`src/rtl/memory_adaptor.sv`:
```
// Byte-serialising arbiter between instruction fetch and load/store on the byte-wide RAM/IO bus.
// Reads capture one byte per cycle two edges behind the address; writes retry while the IO buffer is full.
module memory_adaptor #(
    parameter logic [31:0] IO_ADDR_MASK  = 32'h0003_0000,
    parameter bit          DATA_PRIORITY = 1'b1
) (
    input  logic        clk_in,
    input  logic        rst_n_in,
    input  logic        rdy_in,
    input  logic        flush_pipline,
    input  logic        request_ins_from_memory_adaptor,
    input  logic [31:0] insaddr_to_be_fetched_from_memory_adaptor,
    output logic [31:0] ins_fetched_from_memory_adaptor,
    output logic        insfetch_task_done,
    input  logic        data_request,
    input  logic        data_is_write,
    input  logic [31:0] data_addr,
    input  logic [1:0]  data_size,
    input  logic [31:0] data_wdata,
    output logic [31:0] data_rdata,
    output logic        data_task_done,
    input  logic [7:0]  mem_din,
    output logic [7:0]  mem_dout,
    output logic [31:0] mem_a,
    output logic        mem_wr,
    input  logic        io_buffer_full
);

    typedef enum logic [1:0] {IDLE, IFETCH, DREAD, DWRITE} state_t;

    state_t      state, state_nx;
    logic [2:0]  cnt, cnt_nx;
    logic [2:0]  nbytes, nbytes_nx;
    logic [31:0] base_addr, base_addr_nx;
    logic [31:0] rbuf, rbuf_nx;
    logic [31:0] wbuf, wbuf_nx;
    logic        pend_valid, pend_valid_nx;
    logic [31:0] pend_addr, pend_addr_nx;
    logic [31:0] mem_a_nx;
    logic [7:0]  mem_dout_nx;
    logic [31:0] ins_word_nx, rdata_nx;
    logic        ins_done_nx, data_done_nx;

    logic [2:0]  size_n;
    logic [2:0]  cnt_inc;
    logic [1:0]  rbyte_idx, wbyte_idx;
    logic [31:0] merged;
    logic        io_hold;
    logic        data_ok, fetch_ok, take_data, take_fetch;

    assign io_hold   = ((mem_a & IO_ADDR_MASK) == IO_ADDR_MASK) && io_buffer_full;
    assign mem_wr    = (state == DWRITE) && rdy_in && !io_hold;
    assign cnt_inc   = cnt + 3'd1;
    // cnt runs one ahead of the byte being captured, so byte (cnt-1) lands on this edge
    assign rbyte_idx = cnt[1:0] - 2'd1;
    assign wbyte_idx = cnt[1:0] + 2'd1;
    assign size_n    = (data_size == 2'd0) ? 3'd1 : (data_size == 2'd1) ? 3'd2 : 3'd4;

    always_comb begin
        merged = rbuf;
        merged[{rbyte_idx, 3'b000} +: 8] = mem_din;
    end

    always_comb begin
        state_nx      = state;
        cnt_nx        = cnt;
        nbytes_nx     = nbytes;
        base_addr_nx  = base_addr;
        rbuf_nx       = rbuf;
        wbuf_nx       = wbuf;
        pend_valid_nx = pend_valid;
        pend_addr_nx  = pend_addr;
        mem_a_nx      = mem_a;
        mem_dout_nx   = mem_dout;
        ins_word_nx   = ins_fetched_from_memory_adaptor;
        rdata_nx      = data_rdata;
        ins_done_nx   = 1'b0;
        data_done_nx  = 1'b0;

        // The completion cycle still sees data_request high; it must not restart the access.
        data_ok    = data_request && !data_task_done;
        fetch_ok   = pend_valid && !flush_pipline;
        take_data  = data_ok && (DATA_PRIORITY || !fetch_ok);
        take_fetch = fetch_ok && !take_data;

        if (flush_pipline) begin
            pend_valid_nx = 1'b0;
        end else if (request_ins_from_memory_adaptor) begin
            pend_valid_nx = 1'b1;
            pend_addr_nx  = insaddr_to_be_fetched_from_memory_adaptor;
        end

        case (state)
            IDLE: begin
                if (take_data) begin
                    base_addr_nx = data_addr;
                    mem_a_nx     = data_addr;
                    cnt_nx       = 3'd0;
                    nbytes_nx    = size_n;
                    rbuf_nx      = 32'd0;
                    if (data_is_write) begin
                        state_nx    = DWRITE;
                        wbuf_nx     = data_wdata;
                        mem_dout_nx = data_wdata[7:0];
                    end else begin
                        state_nx = DREAD;
                    end
                end else if (take_fetch) begin
                    state_nx      = IFETCH;
                    base_addr_nx  = pend_addr;
                    mem_a_nx      = pend_addr;
                    cnt_nx        = 3'd0;
                    nbytes_nx     = 3'd4;
                    rbuf_nx       = 32'd0;
                    pend_valid_nx = request_ins_from_memory_adaptor;
                end
            end
            IFETCH, DREAD: begin
                if (state == IFETCH && flush_pipline) begin
                    state_nx = IDLE;
                end else begin
                    cnt_nx = cnt_inc;
                    if (cnt_inc < nbytes)
                        mem_a_nx = base_addr + {29'd0, cnt_inc};
                    if (cnt != 3'd0)
                        rbuf_nx = merged;
                    if (cnt == nbytes) begin
                        state_nx = IDLE;
                        if (state == IFETCH) begin
                            ins_word_nx = merged;
                            ins_done_nx = 1'b1;
                        end else begin
                            rdata_nx     = merged;
                            data_done_nx = 1'b1;
                        end
                    end
                end
            end
            DWRITE: begin
                if (mem_wr) begin
                    if (cnt == nbytes - 3'd1) begin
                        state_nx     = IDLE;
                        data_done_nx = 1'b1;
                    end else begin
                        cnt_nx      = cnt_inc;
                        mem_a_nx    = base_addr + {29'd0, cnt_inc};
                        mem_dout_nx = wbuf[{wbyte_idx, 3'b000} +: 8];
                    end
                end
            end
            default: state_nx = IDLE;
        endcase
    end

    always_ff @(posedge clk_in or negedge rst_n_in) begin
        if (!rst_n_in) begin
            state                           <= IDLE;
            cnt                             <= 3'd0;
            nbytes                          <= 3'd0;
            base_addr                       <= 32'd0;
            rbuf                            <= 32'd0;
            wbuf                            <= 32'd0;
            pend_valid                      <= 1'b0;
            pend_addr                       <= 32'd0;
            mem_a                           <= 32'd0;
            mem_dout                        <= 8'd0;
            ins_fetched_from_memory_adaptor <= 32'd0;
            insfetch_task_done              <= 1'b0;
            data_rdata                      <= 32'd0;
            data_task_done                  <= 1'b0;
        end else if (rdy_in) begin
            state                           <= state_nx;
            cnt                             <= cnt_nx;
            nbytes                          <= nbytes_nx;
            base_addr                       <= base_addr_nx;
            rbuf                            <= rbuf_nx;
            wbuf                            <= wbuf_nx;
            pend_valid                      <= pend_valid_nx;
            pend_addr                       <= pend_addr_nx;
            mem_a                           <= mem_a_nx;
            mem_dout                        <= mem_dout_nx;
            ins_fetched_from_memory_adaptor <= ins_word_nx;
            insfetch_task_done              <= ins_done_nx;
            data_rdata                      <= rdata_nx;
            data_task_done                  <= data_done_nx;
        end
    end

endmodule
```
`config.mk`:
```
export PLATFORM = sky130hd
export DESIGN_NAME = memory_adaptor
export DESIGN_NICKNAME = d
export VERILOG_FILES = /design/src/rtl/memory_adaptor.sv
export SDC_FILE = /design/constraint.sdc
export NUM_CORES = 1
export LEC_CHECK = 0
export CAP_MARGIN = 30
export CORE_AREA = 3 3 212 193
export DETAILED_ROUTE_END_ITERATION = 12
export DIE_AREA = 0 0 215 196
export SLEW_MARGIN = 20
export SYNTH_ARGS = -nofsm -noshare
export SYNTH_HDL_FRONTEND = slang
export SYNTH_SLANG_ARGS = --single-unit
```
`constraint.sdc`:
```
create_clock -name clk_in -period 2.75 [get_ports clk_in]
set_input_delay 0.6875 -clock clk_in [delete_from_list [all_inputs] [get_ports clk_in]]
set_output_delay 0.6875 -clock clk_in [all_outputs]
set_load 0.03 [all_outputs]
```
# Word-level counts from Yosys, hierarchy flattened
# Cells that the tools add are included.
dict set report op_classes {
  addsub 6
  order_cmp 1
  n_eq_ne 17
  shifts 3
  n_mux 51
  n_bitwise 3
  n_reduce_logical 28
}
# cell n
set op_table {}
lappend op_table {{$mux W32} 10}
lappend op_table {{$pmux W32 S3} 1}
lappend op_table {{$pmux W32 S2} 1}
lappend op_table {{$add A32 B3 Y32} 1}
lappend op_table {{$bwmux W32} 1}
lappend op_table {{$mux W8} 4}
lappend op_table {{$shift A8 B7 Y32 const A} 1}
lappend op_table {{$shiftx A32 B6 Y8} 1}
lappend op_table {{$shiftx A8 B7 Y32} 1}
lappend op_table {{$mux W3} 9}
lappend op_table {{$reduce_and A5 Y1} 5}
lappend op_table {{$pmux W8 S2} 1}
lappend op_table {{$mux W1} 15}
lappend op_table {{$ne A2 B2 Y1 const B} 7}
lappend op_table {{$mux W2} 6}
lappend op_table {{$reduce_and A6 Y1} 2}
lappend op_table {{$pmux W3 S3} 1}
lappend op_table {{$logic_and A1 B1 Y1} 7}
lappend op_table {{$neg A5 Y7} 1}
lappend op_table {{$eq A2 B2 Y1 const B} 3}
lappend op_table {{$eq A3 B3 Y1} 2}
lappend op_table {{$ne A3 B3 Y1 const B} 2}
lappend op_table {{$pmux W2 S3} 1}
lappend op_table {{$reduce_and A3 Y1} 2}
lappend op_table {{other kinds (15)} 24}
dict set report totals {
  register_bits 243
  input_bits 114
  output_inout_bits 107
  word_cells 123
}

# Longest topological paths before layout
# Gate-level depths: netlist of run 1.
dict set report depth {
  depth_word 7
  depth_mapped 10
  depth_no_buf 9
}

# Worst setup path before layout of run 1
# No wires, ideal clock.
dict set report synth_timing {
  path_kind {flip-flop to flip-flop}
  startpoint {reg cnt[0]}
  endpoint {reg mem_a[28]}
  setup_time_ns 0.133
  arrival_time_ns 2.664
  required_ns 2.617
  path_slack_ns -0.048
  path_stages_with_launch 10
  path_buffers 0
  period_less_slack_ns 2.798
  path_cell_list {dfrtp_1 -> inv_1 -> ha_1 -> inv_1 -> fa_1 -> nor2b_1 -> o2111ai_1 -> o31a_1 -> o31ai_1 -> o21ai_0}
}
dict set report synth_between {
  elab_chain_len 5
  word_cells_on_any_way 12
  classes_between {add/sub (2); order compare (1); eq/ne (3); mux (5); reduce/logical (1)}
}
# element line_no
set synth_rtl {}
lappend synth_rtl {{from (decl)} 32} ;# logic [2:0] cnt, cnt_nx;
lappend synth_rtl {{from (signal assigned)} 173} ;# cnt <= cnt_nx;
lappend synth_rtl {{$add A3 B1 Y3} 53} ;# assign cnt_inc = cnt + 3'd1;
lappend synth_rtl {{$add A32 B3 Y32} {124, 146}}
lappend synth_rtl {{$mux W32 (on tied branches)} {141, 123}}
lappend synth_rtl {{$mux W32 (on tied branches)} {140, 119}}
lappend synth_rtl {{$pmux W32 S3} 93} ;# case (state)
lappend synth_rtl {{to (signal assigned)} 180} ;# mem_a <= mem_a_nx;
lappend synth_rtl {{to (decl)} 24} ;# output logic [31:0] mem_a,
# Several ways; a longest one is shown, not always the timed one. The select of a mux whose other input is x is not followed.
# A chain may end at the register's enable or synchronous reset.

# Worst setup path in the final report of run 1
dict set report layout_timing {
  startpoint {in io_buffer_full}
  endpoint {out mem_wr}
}
dict set report layout_between {
  elab_chain_len 3
}
# element line_no
set layout_rtl {}
lappend layout_rtl {{from (decl)} 26} ;# input logic io_buffer_full
lappend layout_rtl {{$logic_and A1 B1 Y1} 51} ;# assign io_hold = ((mem_a & IO_ADDR_MASK) == IO_ADDR_MASK) && io_buffer_full;
lappend layout_rtl {{$logic_not A1 Y1} 52} ;# assign mem_wr = (state == DWRITE) && rdy_in && !io_hold;
lappend layout_rtl {{$logic_and A1 B1 Y1} 52}
lappend layout_rtl {{to (decl)} 25} ;# output logic mem_wr,
# No other way between the ends.

==> reports/results.ini, run 1 <==
[status]
status = finished, final reports clean

[place]
dpl.hpwl_mm = 23.4
portBuffers = 220
pre_cts_ws_ns = 0.0797
place_congestion = 0.806

[critical_path]
start_kind = input pin
crit_required_ns = 2.06
worst-setup-path-type = in -> out
path_cells = clkdlybuf4s50_1, and3_1, or2_2, inv_1, buf_12
cp_num_buf_inv = 3
worst_setup_path_end_kind = output pin
r2r_slack_ns = 0.14
critical-path-slowest-cell = clkdlybuf4s50_1
crit_family = buffers and inverters
crit_arrival_ns = 1.97
critical_path.max_stage_delay_ns = 0.40
path_max_fanout = 3

[synth]
synth.largest_area_cell = dfrtp_1
synth_fa_ha_area_share_pct = 2.00
synth.area.top_cells = dfrtp_1 (52%), mux2_2 (13%), mux2i_1 (4.0%)
synth-async-reset-ratio_pct = 100
syn_area_um2 = 11600
post_synth_mux_area_share_pct = 18.6
synth_most_common_cell = dfrtp_1
ys_seq_area_share_pct = 52.3
synth_edf_count = 0
synth_compound_area_share_pct = 13.2
synthXorXnorAreaFrac_pct = 1.47
yosys-top-cells-count = dfrtp_1 (243), mux2_2 (134), o21ai_0 (86)
synth_area_per_cell_um2 = 11.3
synth_nets = 1159
ys_ff_latch = 243
yosysUniqueCellTypes = 55
syn_inst = 1027
yosysTopAreaCellShare_pct = 52.3
synth_top_family_by_area = multiplexers
ys.flop_type = dfrtp_1
yosys_warnings = 0
yosys.area_share.simple_pct = 8.68

[cells_and_area]
n_fill_cell = 3721
drive_above_1_share_pct = 20.0
multi_input_area_um2 = 5170
fin_util_pct = 40.6
areaGrowthSynthToFinish_pct = 34.6
fin_nets = 1389
seqCellArea_um2 = 6080

[pwr]
p_leak_nw = 6.55
p_sw_mw = 7.12
p_int_mw = 10.5
pwr-share-clk_pct = 20.6
comb_power_share_pct = 46.3
totalPowerFinal_mw = 17.6
p_sw_share_pct = 40.5
vdd_drop_max_mv = 0.803
seq_power_share_pct = 33.1
power-per-cell-area_nw_per_um2 = 1120

[drt]
totalWireLength_mm = 33.2
first_pass_iters = 5
drcViolationCount = 0
num_vias = 8877
postRouteAntennaNets = 0
drtIter0Drc = 714
wl_per_cell_um = 18.4
drt-vias-per-instance = 4.92

[global_routing]
overflow = 0
antenna_found_initial = 2
grt_pass1_vias = 8997
grt_max_degree = 66
grt.total_usage_pct = 15.4
grt_first_pass_wirelength_mm = 52.2

[clocking]
hold_buffers = 0
cts_tree = done
clock_latency_ns = 0.56
clk_pin_slew_worst_paths_ns = 0.06
cts_buffer_depth = 3
cts_root_buffer = clkbuf_16
htreeDepth = 1
cts_sinks = 243
cts_buffers = 29

[hold_path]
hold_class = in -> async

[sta]
worst_pin_slew_ns = 0.762
fin_worst_skew_ns = 0.0221
drv_slew = 0
final_hold_viol_count = 0
max_slew_margin_pct = 49.0
fin_crit_ns = 2.66
fmax_ghz = 0.376
fin_crit_sh_pct = 96.6
setup_viol = 0
setup_ws_ns = 0.0939

[run]
cap_violations = 0

[floorplanning]
io_pins = 221
dieWidth_um = 215
num_rows = 68
dieArea_um2 = 42100
start_util_pct = 30.2
coreArea_um2 = 38500
fp.dieH_um = 196

==> area by class of cell <==
class                           instances  share of cell area [%]
Inverter                               51                    1.22
Tap cell                              525                    4.20
Clock buffer                           43                    5.35
Multi-Input combinational cell        670                    33.1
Clock inverter                         10                   0.424
Sequential cell                       243                    38.8
Timing Repair Buffer                  262                    16.9
Antenna cell                            1                  0.0160
==> per-stage QoR <==
step | TNS [ns] | std cells | hold WS, ns | area, µm²
6_report | 0 | 1805 | 0.113 | 15700
5_1_grt | -0.0137 | 1805 | 0.136 | 15700
4_1_cts | 0 | 1803 | 0.102 | 15600
3_5_place_dp | 0 | 1750 | 0.478 | 14700
3_3_place_gp | 0 | 1750 | 0.473 | 14700
2_1_floorplan | 0 | 1027 | 0.392 | 11600
==> state kept, by name, indices dropped and copies added, names as in the netlist <==
| signal | flops |
|---|---|
| data_task_done | 1 |
| data_rdata | 32 |
| rbuf | 32 |
| state | 2 |
| mem_dout | 8 |
| insfetch_task_done | 1 |
| pend_addr | 32 |
| cnt | 3 |
| nbytes | 3 |
| ins_fetched_from_memory_adaptor | 32 |
| wbuf | 32 |
| mem_a | 32 |
| pend_valid | 1 |
| base_addr | 32 |
==> routing by layer <==
layer  vias up  track usage [%]  part of all wire [%]
met5         -                0                 0.042
met4         2             3.11                   1.6
met3        34             3.52                   6.9
met2       267             24.4                    46
met1      4416             21.6                    46
li1       4158                -                     -
==> path summary, 6_finish.rpt <==
path                                     start        endpoint  depth (start not counted)
max in group asynchronous             rst_n_in  data_rdata[19]                          2
min in group clk_in                   rbuf[27]        rbuf[27]                          1
worst min register to register        rbuf[27]        rbuf[27]                          1
worst max register to register          cnt[1]       mem_a[31]                          9
worst max-delay path            io_buffer_full          mem_wr                          5
worst min-delay path                  rst_n_in    pend_addr[3]                          1
==> worst reg2reg max path, stage by stage, from the launching register on <==
cell and delay [ns]:
dfrtp_1 0.38, buf_4 0.16, ha_1 0.21, xor2_1 0.18, ha_1 0.38, nand3_2 0.16, a211o_2 0.42, nor3_1 0.29
mux2i_1 0.22, a22o_1 0.14
==> logic make-up (layout without fill, tap and decap cells) <==
group,after synthesis,count (layout)
AO/OA/AOI/OAI,236,236
XOR/XNOR,18,18
adder cells (fa/ha/maj),18,18
buffers and inverters,114,366
flip-flops,243,243
multiplexers,189,189
other,0,1
AND/OR/NAND/NOR,209,209
==> repair_timing <==
item,in CTS,in global routing
endpoints found under the setup margin,0,16
buffers inserted,0,1
gates resized for setup,0,6
==> power by group through the flow <==
stage | Clock, mW | Combinational, mW | Sequential, mW
global route | 3.89 | 8.84 | 5.99
global placement | 0 | 7.98 | 5.82
CTS | 3.74 | 8.13 | 5.82
floorplan | 0 | 4.13 | 6.65
finish | 3.63 | 8.14 | 5.81
detailed placement | 0 | 8.09 | 5.86
==> placed cells by master, fill, tap and decap left out, types with 14 or more instances in the layout <==
cell,instances
a32o_1,24
nand3_1,33
ha_1,16
mux2i_1,47
o21ai_0,86
a21oi_1,54
o31ai_1,14
clkdlybuf4s50_1,218
inv_1,51
nand2_1,43
dfrtp_1,242
clkbuf_16,29
mux2_2,134
nor2_1,60
buf_4,33
(Power assumes the default switching activity.)
==> run 2: changes to the inputs <==
--- a/config.mk
+++ b/config.mk
@@ -6,9 +6,9 @@
 export NUM_CORES = 1
 export LEC_CHECK = 0
 export CAP_MARGIN = 30
-export CORE_AREA = 3 3 212 193
+export CORE_AREA = 3 3 201 203
 export DETAILED_ROUTE_END_ITERATION = 12
-export DIE_AREA = 0 0 215 196
+export DIE_AREA = 0 0 204 206
 export SLEW_MARGIN = 20
 export SYNTH_ARGS = -nofsm -noshare
 export SYNTH_HDL_FRONTEND = slang
==> reports/results.ini, run 2 (synthesized netlist as in run 1, its figures left out) <==
[sta]
final_hold_viol_count = 0  ; unchanged
grt_setup_unrepaired = yes
hold_slack_ns = 0.0899  ; was 0.113 ns
tns_ns = 0  ; unchanged
worst_pin_slew_ns = 0.932  ; was 0.762 ns
fin_crit_ns = 2.68  ; was 2.66 ns
setup_viol = 0  ; unchanged
max_slew_margin_pct = 37.3  ; was 49.0%
fin_crit_sh_pct = 97.4  ; was 96.6%
setup_ws_ns = 0.0726  ; was 0.0939 ns
drv_slew = 0  ; unchanged
fmax_ghz = 0.373  ; was 0.376 GHz
fin_worst_skew_ns = 0.0265  ; was 0.0221 ns

[critical_path]
cp-endpoint = mem_a[25]  ; was mem_wr
worst-setup-path-type = reg -> reg  ; was in -> out
critical_path.max_stage_delay_ns = 0.42  ; was 0.40 ns
r2r_cells = 8  ; was 9
worst_setup_path_end_kind = register  ; was output pin
r2r_slack_ns = 0.07  ; was 0.14 ns
crit_arrival_ns = 3.10  ; was 1.97 ns
path_cells = ha_1, xor2_1, ha_1, nand3_2, a211o_4, or3_1, a21oi_1, o31ai_1  ; was clkdlybuf4s50_1, and3_1, or2_2, inv_1, buf_12
crit_top_cell = ha_1
crit_required_ns = 3.18  ; was 2.06 ns
critical-path-slowest-cell = a211o_4  ; was clkdlybuf4s50_1
critPathLaunch = cnt[0]  ; was io_buffer_full
path_max_fanout = 8  ; was 3
r2r_end = mem_a[25]  ; was mem_a[31]
start_kind = register  ; was input pin
rr_startpoint = cnt[0]  ; was cnt[1]

[clocking]
hold_buffers = 0  ; unchanged
cts_buffer_depth = 3  ; unchanged
cts_root_buffer = clkbuf_16  ; unchanged
clk_pin_slew_worst_paths_ns = 0.06  ; about the same
htreeDepth = 1  ; unchanged
cts_sinks = 243  ; unchanged
clock_latency_ns = 0.57  ; was 0.56 ns
cts_buffers = 29  ; unchanged
cts_tree = done  ; unchanged
post_cts_buffers = 0  ; unchanged

[cells_and_area]
fin_nets = 1400  ; was 1389
instances_no_fill = 1809  ; was 1805
fin_util_pct = 41.0  ; was 40.6%
layout_commonest_cell = dfrtp_1  ; unchanged
n_fill_cell = 3740  ; was 3721
diodes = 0  ; was 1
areaGrowthSynthToFinish_pct = 36.2  ; was 34.6%
final_cell_area_um2 = 15800  ; was 15700 µm²
layout_common_cells = dfrtp_1 (243), clkdlybuf4s50_1 (218), mux2_2 (134), o21ai_0 (86), nor2_1 (60)  ; was dfrtp_1 (242), clkdlybuf4s50_1 (218), mux2_2 (134), o21ai_0 (86), nor2_1 (60)
drive_above_1_share_pct = 21.1  ; was 20.0%

[place]
portBuffers = 220  ; unchanged
pre_cts_ws_ns = 0.0202  ; was 0.0797 ns
placed_cells = 1755  ; was 1750
dpl.hpwl_mm = 23.8  ; was 23.4 mm
post_dp_cell_area_um2 = 14800  ; was 14700 µm²
place_congestion = 0.797  ; was 0.806

[pwr]
vdd_drop_max_mv = 0.593  ; was 0.803 mV
comb_power_share_pct = 45.4  ; was 46.3%
pwr-share-clk_pct = 22.4  ; was 20.6%
p_int_mw = 10.8  ; was 10.5 mW
power-per-cell-area_nw_per_um2 = 1140  ; was 1120 nW/µm²
p_sw_share_pct = 40.0  ; was 40.5%
p_leak_nw = 6.65  ; was 6.55 nW
seq_power_share_pct = 32.2  ; was 33.1%
totalPowerFinal_mw = 18.0  ; was 17.6 mW
p_sw_mw = 7.19  ; was 7.12 mW

[global_routing]
grt_max_degree = 68  ; was 66
grt.total_usage_pct = 15.6  ; was 15.4%
antenna_found_initial = 1  ; was 2
grt_pass1_vias = 9027  ; was 8997
grt_first_pass_wirelength_mm = 52.1  ; was 52.2 mm
overflow = 0  ; unchanged

[floorplanning]
dieArea_um2 = 42000  ; was 42100 µm²
fp.dieH_um = 206  ; was 196 µm
coreArea_um2 = 38600  ; was 38500 µm²
num_rows = 72  ; was 68
dieWidth_um = 204  ; was 215 µm
start_util_pct = 30.1  ; was 30.2%
io_pins = 221  ; unchanged

[status]
status = finished, final reports clean  ; unchanged

[drt]
first_pass_iters = 5  ; unchanged
wl_per_cell_um = 18.4  ; about the same
totalWireLength_mm = 33.2  ; about the same
drtIter0Drc = 498  ; was 714
num_vias = 8859  ; was 8877
drt-vias-per-instance = 4.90  ; was 4.92
drcViolationCount = 0  ; unchanged
postRouteAntennaNets = 0  ; unchanged

[hold_path]
hold_class = in -> async  ; unchanged

[run]
cap_violations = 0  ; unchanged

[run 2: routing by layer]
layer / up-vias / part of all wire (%) / GRT usage, %
met5: - / 0.039 / 0
met4: 2 / 1.7 / 3.39
met3: 41 / 5.5 / 2.82
met2: 215 / 48 / 26.4
met1: 4411 / 45 / 20.9
li1: 4190 / - / -
[run 2: worst min-delay path by stage]
stage / depth (start not counted) / start / endpoint / slack, ns
2_1_floorplan: 0 / rst_n_in / base_addr[0] / 0.39
3_3_place_gp: 1 / rbuf[26] / rbuf[26] / 0.47
3_5_place_dp: 1 / rbuf[9] / rbuf[9] / 0.48
4_1_cts: 1 / rst_n_in / pend_addr[6] / 0.08
5_1_grt: 1 / rst_n_in / pend_addr[10] / 0.1
6_report: 1 / rst_n_in / pend_addr[7] / 0.09
[run 2: what timing repair did]
action / 4_1_cts / 5_1_grt
setup endpoints to repair: 3 / 12
pin swaps: 0 / 1
gates resized for setup: 2 / 5
[run 2: area by class of cell]
cell class | count | area (µm²) | area share (%)
clock buffers | 38 | 820 | 5.17
clock inverters | 16 | 194 | 1.22
inverters | 51 | 191 | 1.21
multi-input cells | 670 | 5180 | 32.7
flip-flops and latches | 243 | 6080 | 38.4
well taps | 518 | 648 | 4.09
repair buffers | 273 | 2730 | 17.2
[run 2: critical path, delay by kind of cell (launching register included)]
kind                     cells  cell delay, ns
AO/OA/AOI/OAI                3            0.75
adder cells (fa/ha/maj)      2            0.67
AND/OR/NAND/NOR              2            0.51
flip-flops                   1            0.41
XOR/XNOR                     1            0.19
[run 2: power by group through the flow]
stage,clock [mW],combinational (mW),sequential (mW)
after CTS,4.16,8.20,5.79
after global placement,0,8.04,5.80
after global routing,4.30,8.92,5.96
after detailed placement,0,8.15,5.84
after floorplan,0,4.13,6.65
final,4.04,8.16,5.79
